## src/rtl/seg7_hex_encoder.sv

```systemverilog
// seg7_hex_encoder
//   Recovers the 4-bit hex code from a sensed 7-segment glyph. Segment lines
//   are debounced with a stability counter, matched against the 16 standard
//   hex glyphs, and each newly stable glyph is emitted once on a valid/ready
//   handshake. Stable, non-blank patterns that are not hex glyphs raise a
//   one-cycle error pulse.
//
// Ports
//   clk        rising-edge clock
//   rst        asynchronous, active-high reset
//   seg_in     segment lines {g,f,e,d,c,b,a}, bit0 = a, 1 = lit
//   out_ready  downstream accepts the nibble
//   out_valid  nibble valid (held until accepted)
//   nibble     decoded hex value
//   err        one-cycle pulse on a stable illegal pattern
//   glyph_cnt  count of accepted nibble transfers, wraps 255 -> 0
module seg7_hex_encoder #(
    parameter int unsigned STABLE_CYCLES = 4,
    parameter int unsigned CNT_W         = 8
) (
    input  logic       clk,
    input  logic       rst,
    input  logic [6:0] seg_in,
    input  logic       out_ready,
    output logic       out_valid,
    output logic [3:0] nibble,
    output logic       err,
    output logic [7:0] glyph_cnt
);

    localparam int unsigned SEG_W  = 7;
    localparam int unsigned NIB_W  = 4;
    localparam int unsigned GCNT_W = 8;

    localparam logic [CNT_W-1:0]  STABLE_MAX = CNT_W'(STABLE_CYCLES);
    localparam logic [SEG_W-1:0]  PAT_BLANK  = 7'h00;

    typedef enum logic [1:0] {
        ST_SCAN = 2'd0,
        ST_HOLD = 2'd1,
        ST_DONE = 2'd2
    } state_t;

    // Glyph lookup: returns {legal, code}; blank and unknown patterns are not legal.
    function automatic logic [NIB_W:0] glyph_decode(input logic [SEG_W-1:0] pat);
        logic [NIB_W:0] res;
        res = {1'b0, 4'h0};
        case (pat)
            7'h3F:   res = {1'b1, 4'h0};
            7'h06:   res = {1'b1, 4'h1};
            7'h5B:   res = {1'b1, 4'h2};
            7'h4F:   res = {1'b1, 4'h3};
            7'h66:   res = {1'b1, 4'h4};
            7'h6D:   res = {1'b1, 4'h5};
            7'h7D:   res = {1'b1, 4'h6};
            7'h07:   res = {1'b1, 4'h7};
            7'h7F:   res = {1'b1, 4'h8};
            7'h6F:   res = {1'b1, 4'h9};
            7'h77:   res = {1'b1, 4'hA};
            7'h7C:   res = {1'b1, 4'hB};
            7'h39:   res = {1'b1, 4'hC};
            7'h5E:   res = {1'b1, 4'hD};
            7'h79:   res = {1'b1, 4'hE};
            7'h71:   res = {1'b1, 4'hF};
            default: res = {1'b0, 4'h0};
        endcase
        return res;
    endfunction

    // Registered state
    state_t              state;
    logic [SEG_W-1:0]    seg_q;
    logic [CNT_W-1:0]    cnt;
    logic [SEG_W-1:0]    last_pat;

    // Next-state values
    state_t              state_n;
    logic [SEG_W-1:0]    last_pat_n;
    logic [CNT_W-1:0]    cnt_n;
    logic                out_valid_n;
    logic [NIB_W-1:0]    nibble_n;
    logic                err_n;
    logic [GCNT_W-1:0]   glyph_cnt_n;

    // Pattern classification of the debounced sample
    logic                stable_c;
    logic                blank_c;
    logic                legal_c;
    logic [NIB_W-1:0]    code_c;

    assign stable_c          = (cnt == STABLE_MAX);
    assign blank_c           = (seg_q == PAT_BLANK);
    assign {legal_c, code_c} = glyph_decode(seg_q);

    // Stability counter: restart on any change, saturate once stable.
    always_comb begin
        cnt_n = cnt;
        if (seg_in != seg_q) begin
            cnt_n = '0;
        end else if (cnt != STABLE_MAX) begin
            cnt_n = cnt + CNT_W'(1);
        end
    end

    // Next-state and output logic.
    always_comb begin
        state_n     = state;
        last_pat_n  = last_pat;
        out_valid_n = out_valid;
        nibble_n    = nibble;
        err_n       = 1'b0;
        glyph_cnt_n = glyph_cnt;

        case (state)
            ST_SCAN: begin
                if (stable_c) begin
                    if (blank_c) begin
                        last_pat_n = PAT_BLANK;
                    end else if (legal_c) begin
                        state_n     = ST_HOLD;
                        nibble_n    = code_c;
                        out_valid_n = 1'b1;
                        last_pat_n  = seg_q;
                    end else begin
                        state_n    = ST_DONE;
                        err_n      = 1'b1;
                        last_pat_n = seg_q;
                    end
                end
            end

            // Nibble frozen until the downstream side takes it.
            ST_HOLD: begin
                if (out_valid && out_ready) begin
                    out_valid_n = 1'b0;
                    glyph_cnt_n = glyph_cnt + GCNT_W'(1);
                    state_n     = ST_DONE;
                end
            end

            // Wait for a different stable pattern so a held glyph emits only once.
            ST_DONE: begin
                if (stable_c && (seg_q != last_pat)) begin
                    state_n = ST_SCAN;
                end
            end

            default: begin
                state_n     = ST_SCAN;
                out_valid_n = 1'b0;
            end
        endcase
    end

    // State and output registers.
    always_ff @(posedge clk or posedge rst) begin
        if (rst) begin
            state     <= ST_SCAN;
            seg_q     <= '0;
            cnt       <= '0;
            last_pat  <= '0;
            out_valid <= 1'b0;
            nibble    <= '0;
            err       <= 1'b0;
            glyph_cnt <= '0;
        end else begin
            state     <= state_n;
            seg_q     <= seg_in;
            cnt       <= cnt_n;
            last_pat  <= last_pat_n;
            out_valid <= out_valid_n;
            nibble    <= nibble_n;
            err       <= err_n;
            glyph_cnt <= glyph_cnt_n;
        end
    end

endmodule

```

## config.mk

```make
export PLATFORM = sky130hd
export DESIGN_NAME = seg7_hex_encoder
export DESIGN_NICKNAME = d
export VERILOG_FILES = /design/src/rtl/seg7_hex_encoder.sv
export SDC_FILE = /design/constraint.sdc
export NUM_CORES = 1
export LEC_CHECK = 0
export ABC_CLOCK_PERIOD_IN_PS = 2920
export CAP_MARGIN = 20
export CORE_ASPECT_RATIO = 1.75
export CORE_UTILIZATION = 48
export CTS_CLUSTER_DIAMETER = 30
export DETAILED_ROUTE_END_ITERATION = 12
export GPL_TIMING_DRIVEN = 0
export PLACE_DENSITY = 0.7
export SLEW_MARGIN = 10
export SYNTH_ARGS = -nofsm -noshare
export SYNTH_HDL_FRONTEND = slang
export SYNTH_SLANG_ARGS = --single-unit
```

## constraint.sdc

```tcl
create_clock -name clk -period 2.92 [get_ports clk]
set_clock_uncertainty 0.1 [all_clocks]
set_input_delay 0.438 -clock clk [delete_from_list [all_inputs] [get_ports clk]]
set_output_delay 0.438 -clock clk [all_outputs]
set_load 0.005 [all_outputs]
```

# Word-level counts from Yosys, hierarchy flattened

Cells that the tools add are included.

Register bits: 38
Input port bits: 10
Logic and storage cells: 68

Add/sub/neg operators: 2
Equal/unequal tests: 27
Muxes and demuxes: 19
Bitwise logic cells: 2
Reductions and logical operators: 10

Operator list:

| cell                  | number |
|---|---|
| $eq A7 B7 Y1 const B  | 12 |
| $pmux W5 S16          | 1 |
| $add A8 B1 Y8 const B | 2 |
| $mux W8               | 2 |
| $eq A7 B3 Y1 const B  | 2 |
| $eq A7 B6 Y1 const B  | 2 |
| $ne A7 B7 Y1          | 2 |
| $mux W2               | 5 |
| $ne A2 B2 Y1 const B  | 5 |
| $eq A8 B3 Y1 const B  | 1 |
| $mux W1               | 8 |
| $ne A8 B3 Y1 const B  | 1 |
| $reduce_and A4 Y1     | 2 |
| $logic_not A7 Y1      | 1 |
| $mux W7               | 1 |
| $pmux W2 S3           | 1 |
| $reduce_and A5 Y1     | 1 |
| $reduce_and A2 Y1     | 2 |
| $pmux W1 S3           | 1 |
| $eq A2 B1 Y1 const B  | 1 |
| $eq A2 B2 Y1 const B  | 1 |
| $logic_and A1 B1 Y1   | 2 |
| $logic_not A2 Y1      | 1 |
| $not A1 Y1            | 2 |
| $reduce_bool A2 Y1    | 1 |

# Logic depth before layout (Yosys ltp)

Gate-level depths: netlist of run 1.

Word-level depth: 6
Depth in mapped cells: 8

# Least setup slack after synthesis of run 1

No wires, ideal clock.

Path kind: flip-flop to flip-flop
From: register cnt[0]
To: register nibble[0]
Arrival: 1.999 ns
Data required time: 2.692 ns
Path slack: 0.693 ns
Cell stages (with the launch flop): 9
Buffers on the path: 1
Period minus slack after synthesis: 2.227 ns
Path through: dfrtp_1 > inv_1 > ha_1 > nand4bb_1 > or4_1 > buf_6 > o21bai_4 > a21oi_4 > mux2_1

Word-level cells in the longest chain between the ends: 2

Ends and longest elaborated chain:

| item                               | RTL line | source |
|---|---|---|
| from (decl)                        | 73       | `logic [CNT_W-1:0] cnt;` |
| from (signal assigned)             | 169      | `cnt <= cnt_n;` |
| $eq A8 B3 Y1                       | 91       | `assign stable_c = (cnt == STABLE_MAX);` |
| $reduce_and A4 Y1 (no source line) | --       |  |
| to (signal assigned)               | 172      | `nibble <= nibble_n;` |
| to (decl)                          | 26       | `output logic [3:0] nibble,` |

No other way between the ends.
A chain may end at the register's enable or synchronous reset.

# Worst setup path after layout of run 1

From: register cnt[0]
To: register nibble[3]

The elaborated chain is that of the path after synthesis.

==> metrics.txt, run 1 <==
Synth cell types 40; H-tree Lvls 2; end of the critical path nibble[3]; Setup Crit Path Kind reg -> reg; Multi-input gate area 982.2 sq um; # IOs 24; nature of the critical path endpoint flop; maximum VDD drop between 0.3 and 0.4 mV; worst-path cell chain inv_1 > ha_1 > nand4bb_1 > or4_1 > buf_6 > o21bai_4 > a21oi_4 > mux2_1; Post-DP Area 0.002292 sq mm; final setup vio count 0; internal power 0.0007531 W; asr flop ratio synth 100.0%; largest net degree at the start of global routing 39; vias in the first global route 1637; top_reg_cell synth dfrtp_1; RSZ-0062 raised after global routing no; Sequential Area 950.9 sq um; hpwl dp 3180 um; LEAKAGE 1.009 nW; Fin Setup TNS 0 ns; Clk pwr share 37.5%; nets 239; Comb pwr share 8.3%; starting DRC count in detailed routing 48; PD cells 416.2 mW/mm^2; dpl ws around 0.52 ns; MaxCap Viol Count 0; Post-synth EDFFs 0; number of synthesized register bits 38; net load switching power approximately 0.00024 W; cell area after layout 0.002387 sq mm; reg2reg path depth 8; synthesized cell area 0.002002 sq mm; global-route wire length before repair about 7700 um; CP max stage cell or4_1; chip height about 90 um; DR pass1 iterations 4; Critical Path Source cnt[0]; clock tree buffer depth 2; FP Rows 30; worst slew pin tran ~0.76 ns; Sw Ratio roughly a quarter; Final Wtd Congestion 0.9699; Final min period 2.421 ns; cells after synthesis 196; Remaining Overflow, GRT 0; critical path launch point type flop; Fill cells 336; final setup margin 0.4990 ns; detailed-route wire length between 4000 and 5000 um; DR DRC count 0; ant diodes 0; hold slack 0.3705 ns; share of the synthesized area in the top cell type 47.50%; Core ar. 0.003941 sq mm; outcome completed; area leader, netlist dfrtp_1; total power 0.0009936 W; total track usage 23.25%; clk sinks 38; most frequent cells in the layout 38 x dfrtp_1, 23 x clkdlybuf4s50_1, 17 x xnor2_1; Resized Gates After CTS 0; period utilization around 83%; vias per cell roughly 5.8; Required @ worst endpoint roughly 3 ns; achievable clock frequency 413.1 MHz; final hold vios 0; max-slew violation count 0; min-delay src glyph_cnt[7]; Die Wd 50.82 um; postcts setup bufs 0; slew margin rel. 49.30%; TritonCTS clock tree done; layout cell share with drive strength beyond 1 7.048%; Seq pwr share 54.2%; Synth Area per Inst a little over 10 sq um; Worst Path Arrival 2.50 ns; total CTS buffers 5; DIE AREA roughly 0.0044 sq mm; reg2reg start cnt[0]; DR WL/cell between 15 and 20 um; Post-DRT Antenna Nets 0; P&R area growth vs syn 19.25%; reg2reg setup slack 0.50 ns; HP Class reg -> reg; Initial Util 50.79%; initial antenna violation count 0; commonest non-fill, non-tap cell in the layout dfrtp_1; Clk Latency, worst-skew pair about 0.29 ns; register area share after synthesis 47.50%; root buf cell clkbuf_8; Worst path max stage delay 0.52 ns; Post-CTS Hold Buffers 0; synthesized net count ~210; Port Buf Inserts 23; RR Endpoint nibble[3]; via count 1582; crit path max fanout 10; Synth area leaders dfrtp_1 48%, xnor2_1 7.4%, xor2_1 4.8%, mux2_1 4.5%, nor2_1 2.8%; Synth Warn # 0; Worst-path clk slew 0.07 ns
## sequential cells by signal, indices dropped and copies added (netlist names)
| register | cells |
|---|---|
| seg_q | 7 |
| state | 2 |
| glyph_cnt | 8 |
| out_valid | 1 |
| err | 1 |
| nibble | 4 |
| last_pat | 7 |
| cnt | 8 |
## cells in the mapped netlist (all sizes together), types with 5 or more instances
| library cell | count |
|---|---|
| nand3 | 7 |
| inv | 6 |
| or3 | 5 |
| xnor2 | 17 |
| nand4 | 6 |
| o21ai | 7 |
| a21oi | 5 |
| mux2 | 8 |
| nand2 | 14 |
| xor2 | 11 |
| nor2 | 15 |
| clkbuf | 8 |
| dfrtp | 38 |
## how the worst min path moves through the flow
stage                   end  cells past startpoint
2_1_floorplan     out_valid                      1
6_report       glyph_cnt[7]                      1
3_5_place_dp   glyph_cnt[7]                      1
3_3_place_gp      out_valid                      1
4_1_cts        glyph_cnt[7]                      1
5_1_grt           out_valid                      1
## cell type report
| cell class | count | share of cell area, % |
|---|---|---|
| inverter | 6 | 0.9434 |
| tap | 48 | 2.516 |
| clock buffer | 6 | 3.459 |
| sequential | 38 | 39.83 |
| buffer | 10 | 1.939 |
| clock inverter | 2 | 0.5241 |
| timing repair buffer | 23 | 9.644 |
| multi-input combinational | 142 | 41.14 |
## power by group through the flow
stage	Sequential, W	Clock, W	Combinational (W)
2_1_floorplan	0.000546	0	0.0000540
3_3_place_gp	0.000547	0	0.0000790
3_5_place_dp	0.000548	0	0.0000827
4_1_cts	0.000537	0.000386	0.0000829
5_1_grt	0.000538	0.000405	0.0000928
6_report	0.000538	0.000372	0.0000829
## per-stage QoR
stage / std cells / util, %
after detailed placement: 267 / 58.16
after floorplan: 196 / -
after global routing: 275 / 60.57
final: 275 / 60.57
after CTS: 275 / 60.57
after global placement: 267 / 58.16
## metal layers
metal | global-route usage (%) | part of all wire (%) | vias to the layer above | wire, um
li1 | - | - | 750 | -
met1 | 25.20 | 39 | 779 | 1686
met2 | 42.18 | 56 | 49 | 2431
met3 | 4.887 | 3.9 | 4 | 171
met4 | 10.61 | 1.0 | 0 | 44
met5 | 0 | 0 | - | 0
## kinds of logic (layout without fill, tap and decap cells)
logic type,count (synthesis),after routing,share of synthesized area (%)
AND/OR/NAND/NOR,76,76,20.63
buffers and inverters,16,47,3.437
XOR/XNOR,28,28,12.25
multiplexers,8,8,4.500
AO/OA/AOI/OAI,27,27,9.813
adder cells (fa/ha/maj),3,3,1.875
flip-flops,38,38,47.50
## worst max-delay path: cells and delay by family, from the launching register on
family	cells	cell delay, ns
muxes	1	0.35
AOI/OAI and AO/OA	2	0.40
DFF	1	0.42
buffers and inverters	2	0.26
and+or+nand+nor	2	0.64
adders and majority gates	1	0.14
No activity file was read; power rests on OpenSTA's default activity.
==> run 2: changes to the inputs <==
Settings changed: ABC_CLOCK_PERIOD_IN_PS 2920 to 2200, PLACE_DENSITY 0.7 to 0.73.
Clock period 2.92 ns to 2.2 ns, I/O delays scaled along.
==> run 2 against run 1 <==
  * The run now ends with setup timing left
  * Combinational power increased by 36%
  * Maximum frequency increased by 9.3%
  * First-iteration DRC count decreased by 8.3%
  * Final area increased by 3.3%
  * Via count decreased by 0.19%
  * Utilization increased by 2.0 points
  * Largest power group unchanged
  * Highest routed layer unchanged
  * Global-route usage decreased by 2.0 points
  * Largest cell class unchanged
  * Total power increased by 34%
==> metrics.txt, run 2 (synthesized netlist as in run 1, its figures left out) <==
nets 245 (was 239); FP Rows 30 (unchanged); critical path launch point type flop (unchanged); Post-DRT Antenna Nets 0 (unchanged); clk sinks 38 (unchanged); TritonCTS clock tree done (unchanged); DR DRC count 0 (unchanged); # placed instances 267 (unchanged); global-route wire length before repair 7024 um (was 7665 um); Cells on Worst Hold Path 1 (unchanged); slew margin rel. 49.00% (was 49.30%); vias per cell 5.619 (was 5.753); crit path max fanout 4 (was 10); HP Class reg -> reg (unchanged); Fill cells 339 (was 336); achievable clock frequency 451.5 MHz (was 413.1 MHz); detailed-route wire length 4114 um (was 4335 um); Fin Setup TNS -0.03879 ns (was 0 ns); Initial Util 50.79% (unchanged); total CTS buffers 5 (unchanged); Comb pwr share 8.5% (was 8.3%); initial antenna violation count 0 (unchanged); worst slew pin tran 0.7638 ns (was 0.7594 ns); largest net degree at the start of global routing 39 (unchanged); Final Wtd Congestion 0.8953 (was 0.9699); CP max stage cell or4_4 (was or4_1); Worst-path clk slew 0.08 ns (was 0.07 ns); hpwl dp 2791 um (was 3180 um); period utilization 100.7% (was 82.91%); Post-CTS Hold Buffers 0 (unchanged); P&R area growth vs syn 23.19% (was 19.25%); RSZ-0062 raised after global routing yes (was no); chip height 87.43 um (unchanged); biggest regs cnt x8, glyph_cnt x8 (unchanged); dpl ws -0.2017 ns (was 0.5233 ns); reg2reg path depth 5 (was 8); Remaining Overflow, GRT 0 (unchanged); Sw Ratio 24.91% (was 24.20%); # IOs 24 (unchanged); layout cell share with drive strength beyond 1 14.59% (was 7.048%); Final min period 2.215 ns (was 2.421 ns); vias in the first global route 1571 (was 1637); outcome complete, but fails checks (was completed); total track usage 21.28% (was 23.25%); final setup margin -0.01489 ns (was 0.4990 ns); Clk pwr share 38.1% (was 37.5%); clock tree buffer depth 2 (unchanged); hold slack 0.3809 ns (was 0.3705 ns); commonest non-fill, non-tap cell in the layout dfrtp_1 (unchanged); final hold vios 0 (unchanged); Port Buf Inserts 23 (unchanged); Setup Crit Path Kind reg -> reg (unchanged); MaxCap Viol Count 0 (unchanged); fin cells 281 (was 275); most frequent cells in the layout 38 x dfrtp_1, 23 x clkdlybuf4s50_1, 17 x xnor2_1 (unchanged); Seq pwr share 53.5% (was 54.2%); nature of the critical path endpoint flop (unchanged); net load switching power 0.0003323 W (was 0.0002405 W); via count 1579 (was 1582); root buf cell clkbuf_8 (unchanged); final setup vio count 3 (was 0); starting DRC count in detailed routing 44 (was 48); DR WL/cell 14.64 um (was 15.76 um); PD cells 541.0 mW/mm^2 (was 416.2 mW/mm^2); Required @ worst endpoint 2.28 ns (was 2.99 ns); LEAKAGE 1.055 nW (was 1.009 nW); DIE AREA 0.004443 sq mm (unchanged); max-slew violation count 0 (unchanged); maximum VDD drop 0.4176 mV (was 0.3757 mV); H-tree Lvls 2 (unchanged); internal power 0.001002 W (was 0.0007531 W); failing checks setup timing; Worst path max stage delay 0.50 ns (was 0.52 ns); final core utilization 62.57% (was 60.57%); ant diodes 0 (unchanged); Die Wd 50.82 um (unchanged); Clk Latency, worst-skew pair 0.29 ns (about the same); Core ar. 0.003941 sq mm (unchanged); Worst Path Arrival 2.30 ns (was 2.50 ns); worst-path cell chain or3_4 > or4_4 > o21bai_4 > a21oi_4 > mux2_4 (was inv_1 > ha_1 > nand4bb_1 > or4_1 > buf_6 > o21bai_4 > a21oi_4 > mux2_1); DR pass1 iterations 5 (was 4)
run 2: metrics by stage:
stage,total power (W),cell area [sq um]
floorplan,0.0007959,2002
global placement,0.0008342,2292
detailed placement,0.0008352,2292
CTS,0.001348,2426
global route,0.001390,2466
finish,0.001334,2466
run 2: power by group through the flow:
stage	Sequential (W)	Combinational, W	Clock (W)
after floorplan	0.000724	0.0000716	0
after global placement	0.000726	0.000108	0
after detailed placement	0.000727	0.000109	0
after CTS	0.000713	0.000110	0.000525
after global routing	0.000715	0.000124	0.000551
final	0.000714	0.000113	0.000508
run 2: layer usage:
metal	track usage [%]	vias up	routed length [um]
li1	-	761	-
met1	23.66	769	1709
met2	38.18	44	2231
met3	4.712	5	119
met4	8.838	0	54
met5	0	-	0
run 2: timing repair:
item / 4_1_cts / 5_1_grt
cloned: 0 / 0
hold endpoints to repair: 0 / 0
resized for setup: 3 / 15
buffers inserted: 4 / 3
pin swaps: 0 / 3
endpoints found under the setup margin: 4 / 13
run 2: final cells by class:
| class | count | area [sq um] | share of cell area (%) |
|---|---|---|---|
| multi-input combinational | 142 | 1012 | 41.05 |
| sequential | 38 | 950.9 | 38.56 |
| timing repair buffer | 30 | 282.8 | 11.47 |
| clock buffer | 6 | 82.58 | 3.349 |
| tap | 48 | 60.06 | 2.435 |
| buffer | 9 | 42.54 | 1.725 |
| inverter | 6 | 22.52 | 0.9132 |
| clock inverter | 2 | 12.51 | 0.5074 |
run 2: worst max-delay path: cells and delay by family, from the launching register on:
family / cells / cell delay [ns]
flip-flops: 1 / 0.41
AND/OR/NAND/NOR: 2 / 0.87
multiplexers: 1 / 0.32
AO/OA/AOI/OAI: 2 / 0.41
run 2: worst paths after layout:
path,startpoint,end,slack [ns]
worst max-delay path,cnt[5],nibble[0],-0.01
max in group asynchronous,rst,last_pat[3],1.12
worst min register to register,glyph_cnt[7],glyph_cnt[7],0.38
worst max register to register,cnt[5],nibble[0],-0.01
min in group asynchronous,rst,state[1],0.39
worst min-delay path,glyph_cnt[7],glyph_cnt[7],0.38
==> run 3: changes to the inputs <==
Settings changed: CORE_UTILIZATION 48 to 50, DONT_BUFFER_PORTS set to 1, PLACE_DENSITY 0.73 to 0.65.
==> run 3 against run 2 <==
  * The flow still finishes with violations (setup timing)
  * Maximum frequency decreased by 1.1%
  * Final cell count decreased by 4.3%
  * Final area decreased by 3.6%
  * Routed wire length increased by 6.9%
  * Flip-flop and latch count unchanged
  * Combinational power decreased by 6%
  * Worst setup slack got worse by 0.025 ns
  * Sequential share of layout area increased by 1.4 points
  * Critical path depth unchanged
  * Hold slack got worse by 0.17 ns
  * Largest cell class unchanged
  * Largest power group is now clock
==> metrics.txt, run 3 (synthesized netlist as in run 1, its figures left out) <==
Worst-path clk slew 0.08 ns (about the same); final core utilization 61.52% (was 62.57%); DR DRC count 0 (unchanged); dpl ws -0.2202 ns (was -0.2017 ns); Setup Crit Path Kind reg -> reg (unchanged); Port Buf Inserts 0 (was 23); Seq pwr share 46.5% (was 53.5%); HP Class in -> reg (was reg -> reg); final hold vios 0 (unchanged); biggest regs cnt x8, glyph_cnt x8 (unchanged); Initial Util 51.78% (was 50.79%); total track usage 23.39% (was 21.28%); detailed-route wire length 4399 um (was 4114 um); Remaining Overflow, GRT 0 (unchanged); PD cells 645.8 mW/mm^2 (was 541.0 mW/mm^2); failing checks setup timing (unchanged); critical path launch point type flop (unchanged); crit path max fanout 4 (unchanged); layout cell share with drive strength beyond 1 16.74% (was 14.59%); fin cells 269 (was 281); slew margin rel. 48.75% (was 49.00%); Required @ worst endpoint 2.28 ns (about the same); # placed instances 244 (was 267); Sw Ratio 21.88% (was 24.91%); P&R area growth vs syn 18.81% (was 23.19%); H-tree Lvls 2 (unchanged); Fill cells 329 (was 339); initial antenna violation count 0 (unchanged); hpwl dp 3035 um (was 2791 um); global-route wire length before repair 7534 um (was 7024 um); Comb pwr share 6.9% (was 8.5%); Final min period 2.239 ns (was 2.215 ns); final setup vio count 3 (unchanged); # IOs 24 (unchanged); final setup margin -0.03940 ns (was -0.01489 ns); Clk pwr share 46.6% (was 38.1%); clk sinks 38 (unchanged); Post-DRT Antenna Nets 0 (unchanged); clock tree buffer depth 2 (unchanged); vias in the first global route 1604 (was 1571); outcome complete, but fails checks (unchanged); ant diodes 0 (unchanged); max-slew violation count 0 (unchanged); net load switching power 0.0003361 W (was 0.0003323 W); chip height 85.71 um (was 87.43 um); hold slack 0.2156 ns (was 0.3809 ns); commonest non-fill, non-tap cell in the layout dfrtp_1 (unchanged); vias per cell 5.669 (was 5.619); TritonCTS clock tree done (unchanged); DR WL/cell 16.35 um (was 14.64 um); LEAKAGE 1.039 nW (was 1.055 nW); nature of the critical path endpoint flop (unchanged); most frequent cells in the layout 38 x dfrtp_1, 17 x xnor2_1, 15 x nor2_1 (was 38 x dfrtp_1, 23 x clkdlybuf4s50_1, 17 x xnor2_1); worst slew pin tran 0.7676 ns (was 0.7638 ns); Worst Path Arrival 2.32 ns (was 2.30 ns); nets 233 (was 245); via count 1525 (was 1579); root buf cell clkbuf_8 (unchanged); achievable clock frequency 446.5 MHz (was 451.5 MHz); period utilization 101.8% (was 100.7%); DIE AREA 0.004271 sq mm (was 0.004443 sq mm); Clk Latency, worst-skew pair 0.29 ns (about the same); Die Wd 49.83 um (was 50.82 um); starting DRC count in detailed routing 33 (was 44); Final Wtd Congestion 0.8222 (was 0.8953); largest net degree at the start of global routing 39 (unchanged); DR pass1 iterations 5 (unchanged); MaxCap Viol Count 0 (unchanged); maximum VDD drop 0.5014 mV (was 0.4176 mV); total power 0.001536 W (was 0.001334 W); total CTS buffers 5 (unchanged); internal power 0.001200 W (was 0.001002 W); FP Rows 30 (unchanged); RSZ-0062 raised after global routing yes (unchanged); Core ar. 0.003866 sq mm (was 0.003941 sq mm)
[run 3: metal layers]
| layer | GRT usage, % | part of all wire (%) |
|---|---|---|
| met5 | 0 | 0 |
| met4 | 9.870 | 1.8 |
| met3 | 3.901 | 2.4 |
| met2 | 41.89 | 55 |
| met1 | 26.82 | 40 |
[run 3: repair_timing]
item | 4_1_cts | 5_1_grt
endpoints found under the hold margin | 45 | 0
setup buffers | 6 | 4
hold buffers | 8 | 0
resized for setup | 6 | 9
pin swaps | 0 | 3
setup endpoints to repair | 4 | 14
[run 3: critical path, stage by stage, from the launching register on]
cell	delay, ns
dfrtp_1	0.40
or3_4	0.39
or4_4	0.49
o21bai_4	0.20
a21oi_4	0.22
mux2_4	0.32
[run 3: area by class of cell]
cell class / instances / area (sq um) / area share, %
multi-input cells: 142 / 1012 / 42.56
flip-flops and latches: 38 / 950.9 / 39.98
repair buffers: 18 / 155.1 / 6.523
clock buffers: 5 / 68.82 / 2.893
clock inverters: 3 / 68.82 / 2.893
well taps: 48 / 60.06 / 2.525
plain buffers: 9 / 40.04 / 1.683
inverters: 6 / 22.52 / 0.9469
[run 3: path summary, 6_finish.rpt]
check,startpoint,end,slack [ns],depth (start not counted)
min in group asynchronous,rst,cnt[5],0.53,2
setup / recovery,cnt[4],nibble[3],-0.04,5
hold reg to reg,state[0],out_valid,0.40,1
hold / removal,out_ready,state[0],0.22,3
setup reg to reg,cnt[4],nibble[3],-0.04,5
max in group asynchronous,rst,seg_q[3],0.96,2
[run 3: stage by stage]
step                      setup TNS (ns)  area (sq um)
final                            -0.1108          2379
after global routing             -0.2725          2379
after CTS                        -0.2476          2342
after detailed placement         -0.6644          2062
after global placement           -0.5564          2062
after floorplan                 -0.07975          2002
[run 3: power groups by stage]
stage	logic, W	registers (W)	clock network, W
6_report	0.000106	0.000714	0.000716
5_1_grt	0.000119	0.000715	0.000761
4_1_cts	0.000105	0.000713	0.000733
3_5_place_dp	0.0000910	0.000727	0
3_3_place_gp	0.0000893	0.000727	0
2_1_floorplan	0.0000716	0.000724	0
